File: src/rtl/obstacle_sensor_frontend.sv
// rtl/obstacle_sensor_frontend.sv - per-sensor 4-sample averaging with hysteretic obstacle and lane-clear flags
// Optional feature macro: SENSOR_WATCHDOG_EN (per-sensor sample watchdog, fail-safe output forcing)
module obstacle_sensor_frontend #(
   parameter int RANGE_W           = 10,
   parameter int NEAR_THRESH       = 100,
   parameter int FAR_THRESH        = 120,
   parameter int SLOW_THRESH       = 250,
   parameter int CLOSE_DELTA       = 8,
   parameter int LANE_CLEAR_THRESH = 200,
   parameter int LANE_HOLD         = 4,
   parameter int TIMEOUT           = 1024
) (
   input  logic               clk,
   input  logic               rst,
   input  logic               s_valid,
   output logic               s_ready,
   input  logic [1:0]         s_sensor_id,
   input  logic [RANGE_W-1:0] s_range,
   output logic               front_obstacle_detected,
   output logic               left_obstacle_detected,
   output logic               right_obstacle_detected,
   output logic               front_obstacle_slow,
   output logic               lane_clear_left,
   output logic               lane_clear_right,
   output logic [2:0]         sensor_fault
);

   localparam int SUM_W = RANGE_W + 2;
   localparam int LC_W  = $clog2(LANE_HOLD + 1);

   localparam logic [RANGE_W-1:0] NEAR_V  = RANGE_W'(NEAR_THRESH);
   localparam logic [RANGE_W-1:0] FAR_V   = RANGE_W'(FAR_THRESH);
   localparam logic [RANGE_W-1:0] SLOW_V  = RANGE_W'(SLOW_THRESH);
   localparam logic [RANGE_W-1:0] DELTA_V = RANGE_W'(CLOSE_DELTA);
   localparam logic [RANGE_W-1:0] LANE_V  = RANGE_W'(LANE_CLEAR_THRESH);
   localparam logic [LC_W-1:0]    HOLD_V  = LC_W'(LANE_HOLD);

   localparam logic [1:0] ST_IDLE   = 2'd0;
   localparam logic [1:0] ST_ACCUM  = 2'd1;
   localparam logic [1:0] ST_DECIDE = 2'd2;

   logic [1:0]         state_q, state_n;
   logic               ready_q;
   logic [1:0]         id_q;
   logic [RANGE_W-1:0] range_q;

   logic [RANGE_W-1:0] buf_q  [0:2][0:3];
   logic [1:0]         ptr_q  [0:2];
   logic [SUM_W-1:0]   sum_q  [0:2];
   logic [2:0]         fill_q [0:2];

   logic [2:0]         det_q, det_n;
   logic               slow_q, slow_n;
   logic [1:0]         lane_q, lane_n;
   logic [RANGE_W-1:0] prev_avg_q;
   logic [LC_W-1:0]    lane_cnt_q [0:1];
   logic [LC_W-1:0]    lane_cnt_new;

   logic [1:0]         sel;
   logic               lsel;
   logic               accum_ok, decide_ok, full;
   logic [RANGE_W-1:0] avg;
   logic [SUM_W-1:0]   sum_new;

   // Sensor selection for the latched sample; reserved id 3 is folded onto front but never acted on
   always_comb begin
      sel       = (id_q == 2'd3) ? 2'd0 : id_q;
      lsel      = (sel == 2'd2);
      accum_ok  = (state_q == ST_ACCUM)  && (id_q != 2'd3);
      decide_ok = (state_q == ST_DECIDE) && (id_q != 2'd3);
      sum_new   = sum_q[sel] - {2'b00, buf_q[sel][ptr_q[sel]]} + {2'b00, range_q};
      avg       = sum_q[sel][SUM_W-1:2];
      full      = (fill_q[sel] == 3'd4);
   end

   // Three-phase handshake sequencer: IDLE accepts, ACCUM updates averages, DECIDE updates flags
   always_comb begin
      state_n = state_q;
      case (state_q)
         ST_IDLE:   if (s_valid) state_n = ST_ACCUM;
         ST_ACCUM:  state_n = ST_DECIDE;
         ST_DECIDE: state_n = ST_IDLE;
         default:   state_n = ST_IDLE;
      endcase
   end

   // Flag decisions for the sensor in DECIDE; every other sensor's flags hold
   always_comb begin
      det_n        = det_q;
      slow_n       = slow_q;
      lane_n       = lane_q;
      lane_cnt_new = lane_cnt_q[lsel];
      if (decide_ok) begin
         if (!full)
            det_n[sel] = 1'b0;
         else if (avg < NEAR_V)
            det_n[sel] = 1'b1;
         else if (avg >= FAR_V)
            det_n[sel] = 1'b0;
         if (sel == 2'd0) begin
            slow_n = full && (prev_avg_q > avg) && ((prev_avg_q - avg) >= DELTA_V) && (avg < SLOW_V);
         end else begin
            if (full && (avg >= LANE_V))
               lane_cnt_new = (lane_cnt_q[lsel] == HOLD_V) ? HOLD_V : lane_cnt_q[lsel] + 1'b1;
            else
               lane_cnt_new = '0;
            lane_n[lsel] = (lane_cnt_new >= HOLD_V);
         end
      end
   end

   // Control registers: state, registered ready and the latched sample
   always_ff @(posedge clk or posedge rst) begin
      if (rst) begin
         state_q <= ST_IDLE;
         ready_q <= 1'b1;
         id_q    <= 2'd0;
         range_q <= '0;
      end else begin
         state_q <= state_n;
         ready_q <= (state_n == ST_IDLE);
         if ((state_q == ST_IDLE) && s_valid) begin
            id_q    <= s_sensor_id;
            range_q <= s_range;
         end
      end
   end

   // Per-sensor circular buffers, running sums and fill counters
   always_ff @(posedge clk or posedge rst) begin
      if (rst) begin
         for (int s = 0; s < 3; s++) begin
            for (int k = 0; k < 4; k++) buf_q[s][k] <= '0;
            ptr_q[s]  <= 2'd0;
            sum_q[s]  <= '0;
            fill_q[s] <= 3'd0;
         end
      end else if (accum_ok) begin
         buf_q[sel][ptr_q[sel]] <= range_q;
         sum_q[sel]             <= sum_new;
         ptr_q[sel]             <= ptr_q[sel] + 2'd1;
         if (fill_q[sel] != 3'd4) fill_q[sel] <= fill_q[sel] + 3'd1;
      end
   end

   // Flag state, front closing reference and side lane-hold counters
   always_ff @(posedge clk or posedge rst) begin
      if (rst) begin
         det_q         <= 3'b000;
         slow_q        <= 1'b0;
         lane_q        <= 2'b00;
         prev_avg_q    <= '0;
         lane_cnt_q[0] <= '0;
         lane_cnt_q[1] <= '0;
      end else begin
         det_q  <= det_n;
         slow_q <= slow_n;
         lane_q <= lane_n;
         if (decide_ok) begin
            if (sel == 2'd0)
               prev_avg_q <= avg;
            else
               lane_cnt_q[lsel] <= lane_cnt_new;
         end
      end
   end

`ifdef SENSOR_WATCHDOG_EN
   localparam int WD_W = $clog2(TIMEOUT + 1);
   localparam logic [WD_W-1:0] TIMEOUT_V = WD_W'(TIMEOUT);

   logic [WD_W-1:0] wd_q [0:2];
   logic [WD_W-1:0] wd_n [0:2];
   logic [2:0]      fault_q, fault_n;
   logic [2:0]      det_o_q;
   logic [1:0]      lane_o_q;

   // Watchdog: count idle cycles per sensor; a DECIDE for that sensor wins over a coincident expiry
   always_comb begin
      wd_n    = wd_q;
      fault_n = fault_q;
      for (int i = 0; i < 3; i++) begin
         if (decide_ok && (sel == 2'(i))) begin
            wd_n[i]    = '0;
            fault_n[i] = 1'b0;
         end else begin
            wd_n[i]    = (wd_q[i] == TIMEOUT_V) ? wd_q[i] : wd_q[i] + 1'b1;
            fault_n[i] = fault_q[i] | (wd_n[i] == TIMEOUT_V);
         end
      end
   end

   // Watchdog state and fail-safe forced output registers
   always_ff @(posedge clk or posedge rst) begin
      if (rst) begin
         for (int i = 0; i < 3; i++) wd_q[i] <= '0;
         fault_q  <= 3'b000;
         det_o_q  <= 3'b000;
         lane_o_q <= 2'b00;
      end else begin
         wd_q     <= wd_n;
         fault_q  <= fault_n;
         det_o_q  <= det_n | fault_n;
         lane_o_q <= lane_n & ~fault_n[2:1];
      end
   end

   assign front_obstacle_detected = det_o_q[0];
   assign left_obstacle_detected  = det_o_q[1];
   assign right_obstacle_detected = det_o_q[2];
   assign lane_clear_left         = lane_o_q[0];
   assign lane_clear_right        = lane_o_q[1];
   assign sensor_fault            = fault_q;
`else
   assign front_obstacle_detected = det_q[0];
   assign left_obstacle_detected  = det_q[1];
   assign right_obstacle_detected = det_q[2];
   assign lane_clear_left         = lane_q[0];
   assign lane_clear_right        = lane_q[1];
   assign sensor_fault            = 3'b000;
`endif

   assign s_ready             = ready_q;
   assign front_obstacle_slow = slow_q;

endmodule

File: config.mk
export PLATFORM = sky130hd
export DESIGN_NAME = obstacle_sensor_frontend
export DESIGN_NICKNAME = d
export VERILOG_FILES = /design/src/rtl/obstacle_sensor_frontend.sv
export SDC_FILE = /design/constraint.sdc
export NUM_CORES = 1
export LEC_CHECK = 0
export CAP_MARGIN = 20
export CORE_MARGIN = 2
export CORE_UTILIZATION = 53
export DETAILED_ROUTE_END_ITERATION = 7
export PLACE_DENSITY = 0.7
export SLEW_MARGIN = 20
export SYNTH_ARGS = -nofsm -noshare
export SYNTH_HDL_FRONTEND = slang
export SYNTH_SLANG_ARGS = --single-unit
File: constraint.sdc
create_clock -name clk -period 9.95 [get_ports clk]
set_clock_uncertainty 0.2 [all_clocks]
set_input_delay 2.4875 -clock clk [delete_from_list [all_inputs] [get_ports clk]]
set_output_delay 2.4875 -clock clk [all_outputs]
set_load 0.02 [all_outputs]
==> results.py <==
metrics = {
    "worst_hold_path": {
        "hold_path.class": "reg -> reg",
        "worstHoldStart": "lane_q[0]$_DFFE_PP0P_",
    },
    "run": {
        "drv_cap": 0,
    },
    "detailed_routing": {
        "postRouteAntennaNets": 0,
        "vias": 7086,
        "vias_per_cell": 5.724,
        "post_drt_wl_per_cell_um": 18.64,
        "drt_wl_total_um": 23080,
        "first_pass_iters": 5,
        "drc": 0,
        "drtIter0Drc": 415,
    },
    "place": {
        "place.port_buffers": 21,
        "pre_cts_ws_ns": 4.342,
        "placed_cell_area_um2": 11110,
        "dpl.hpwl_um": 15260,
        "gp_congestion": 0.7865,
    },
    "yosys": {
        "netlist_area_um2": 10720,
        "async_flop_share_pct": 100.0,
        "synth-seq-cells": 208,
        "ys.flop_type": "dfrtp_1",
        "yosysSeqAreaShare_pct": 48.57,
        "ys_types": 66,
        "ys_warn_count": 0,
        "synth_edf_count": 0,
        "synth.avg_cell_area_um2": 11.27,
        "syn_inst": 951,
    },
    "floorplanning": {
        "coreArea_um2": 20040,
        "die-area_um2": 21380,
        "die_w_um": 146.2,
        "die_h_um": 146.2,
        "io_pins": 25,
        "initial_core_util_pct": 53.49,
        "rows": 52,
    },
    "sta": {
        "slew_headroom_pct": 32.41,
        "fmax_mhz": 177.2,
        "setup_violations": 0,
        "rsz0062_at_grt": "false",
        "min_period_ns": 5.644,
        "fin_setup_tns_ns": 0,
        "fin_crit_sh_pct": 56.72,
        "finalHoldViolations": 0,
        "drv_slew": 0,
        "worst_pin_slew_ns": 1.011,
        "whs_ns": 0.2732,
        "layout_setup_ws_ns": 4.306,
    },
    "clock_network": {
        "cts_resized": 0,
        "clockBufferDepth": 3,
        "clk_pin_slew_ns": 0.06,
        "holdBufCountCts": 0,
        "cts_tree": "done",
        "insertion_delay_ns": 0.53,
        "cts-root-buf": "clkbuf_16",
        "h-tree-depth": 1,
        "cts_buffers": 23,
        "cts_setup_buffers": 0,
        "cts_sinks": 208,
    },
    "cells_and_area": {
        "seq_area_um2": 5206,
        "layout_common_cells": "dfrtp_1 (207), nand2_1 (121), mux2_2 (120)",
        "layout_commonest_cell": "dfrtp_1",
        "fin_nets": 1012,
        "drive_above_1_share_pct": 21.80,
        "stdcell_area_um2": 11950,
        "multiInputGateArea_um2": 5130,
        "fill_cells": 1690,
        "syn_to_final_growth_pct": 11.44,
        "insertedDiodeCount": 0,
    },
    "worst_setup_path": {
        "crit_start": "id_q[1]$_DFFE_PP0P_",
        "reg2reg_from": "id_q[1]$_DFFE_PP0P_",
        "cp.required_ns": 10.10,
        "cp.arrival_ns": 5.79,
        "crit_type": "reg -> reg",
        "critPathCaptureType": "flip-flop",
        "start_kind": "flip-flop",
        "crit_fanout": 44,
    },
    "power_and_ir_drop": {
        "peakVddDrop_mv": 0.2531,
        "p_per_area_nw_per_um2": 397.9,
        "p_total_mw": 4.753,
        "p_leak_nw": 5.510,
    },
    "global_route": {
        "antenna_found_initial": 0,
        "grt_overflow": 0,
        "grt_pass1_vias": 7264,
        "grt_max_degree": 141,
        "grt_pass1_wl_um": 38960,
        "grtUsageTotal_pct": 22.69,
    },
    "run_status": {
        "status": "completed",
    },
}
## critical path: stages (launching register included)
cell,delay [ns]
dfrtp_1,0.42
inv_1,0.11
ha_2,0.16
buf_4,0.60
and2b_1,0.31
nand2_1,0.12
o21ai_4,0.06
buf_4,0.46
mux4_2,0.38
mux2i_1,0.21
nor2_1,0.08
a21oi_1,0.19
fa_1,0.48
ha_1,0.32
a21o_1,0.17
a21oi_1,0.25
o21a_1,0.18
o31ai_1,0.11
o41ai_1,0.32
xnor2_1,0.20
o21ai_0,0.11
## cell type report
type	count	area share [%]
Inverter	41	1.351
Timing Repair Buffer	30	2.325
Tap cell	270	2.828
Clock buffer	31	5.489
Clock inverter	11	1.477
Multi-Input combinational cell	647	42.95
Sequential cell	208	43.58
## cells by family after synthesis
kind of cell | Yosys count | share of synthesized area (%)
simple gates | 220 | 9.000
flops | 208 | 48.57
mux | 185 | 21.09
compound gates | 182 | 10.35
buf+inv | 98 | 3.910
fa+ha+maj | 46 | 6.140
xor+xnor | 11 | 0.8988
other cells | 1 | 0.03498
## cells in the mapped netlist (all sizes together), types with 4 or more instances
library cell | count | area share, %
a211oi | 12 | 0.84
a21o | 10 | 0.70
a21oi | 38 | 1.8
and2 | 13 | 0.76
buf | 19 | 1.1
clkbuf | 38 | 1.3
dfrtp | 207 | 48
fa | 11 | 2.1
ha | 35 | 4.1
inv | 41 | 1.4
mux2 | 124 | 13
mux2i | 41 | 3.9
mux4 | 20 | 4.2
nand2 | 121 | 4.2
nand3 | 11 | 0.51
nor2 | 37 | 1.3
nor2b | 5 | 0.29
nor3 | 15 | 0.75
o21a | 6 | 0.49
o21ai | 88 | 4.2
xnor2 | 7 | 0.57
xor2 | 4 | 0.33
## final timing paths
kind                                              end  slack, ns  depth (start not counted)
max in group asynchronous       buf_q[14]$_DFFE_PP0P_       5.66                          3
worst max-delay path            sum_q[11]$_DFFE_PP0P_       4.31                         20
min in group asynchronous       sum_q[25]$_DFFE_PP0P_       2.41                          2
worst min register to register  lane_q[0]$_DFFE_PP0P_       0.27                          1
worst max register to register  sum_q[11]$_DFFE_PP0P_       4.31                         20
worst min-delay path            lane_q[0]$_DFFE_PP0P_       0.27                          1
## sequential cells by signal (all words and copies together) (netlist names), 6 cells and up, named ones only
| name | flops |
|---|---|
| prev_avg_q | 10 |
| ptr_q | 6 |
| sum_q | 36 |
| lane_cnt_q | 6 |
| fill_q | 9 |
| range_q | 10 |
| buf_q | 120 |
## routing by layer
layer	vias to the layer above	wire [µm]	GRT usage, %
li1	3344	-	-
met1	3600	10580	31.36
met2	99	11260	38.63
met3	43	614	2.719
met4	0	620	5.728
met5	-	0	0
## power breakdown
part           switching (mW)  internal (mW)  leakage, nW  total, mW
clock                   0.356          0.570        0.409      0.926
combinational            1.37           1.05         2.42       2.42
sequential              0.211           1.20         2.68       1.41
## through the flow
step | instances | utilization, %
after global routing | 1238 | 59.61
final | 1238 | 59.61
after global placement | 1196 | 55.46
after floorplan | 953 | -
after detailed placement | 1196 | 55.46
after CTS | 1238 | 59.61
No activity file was read; power rests on OpenSTA's default activity.
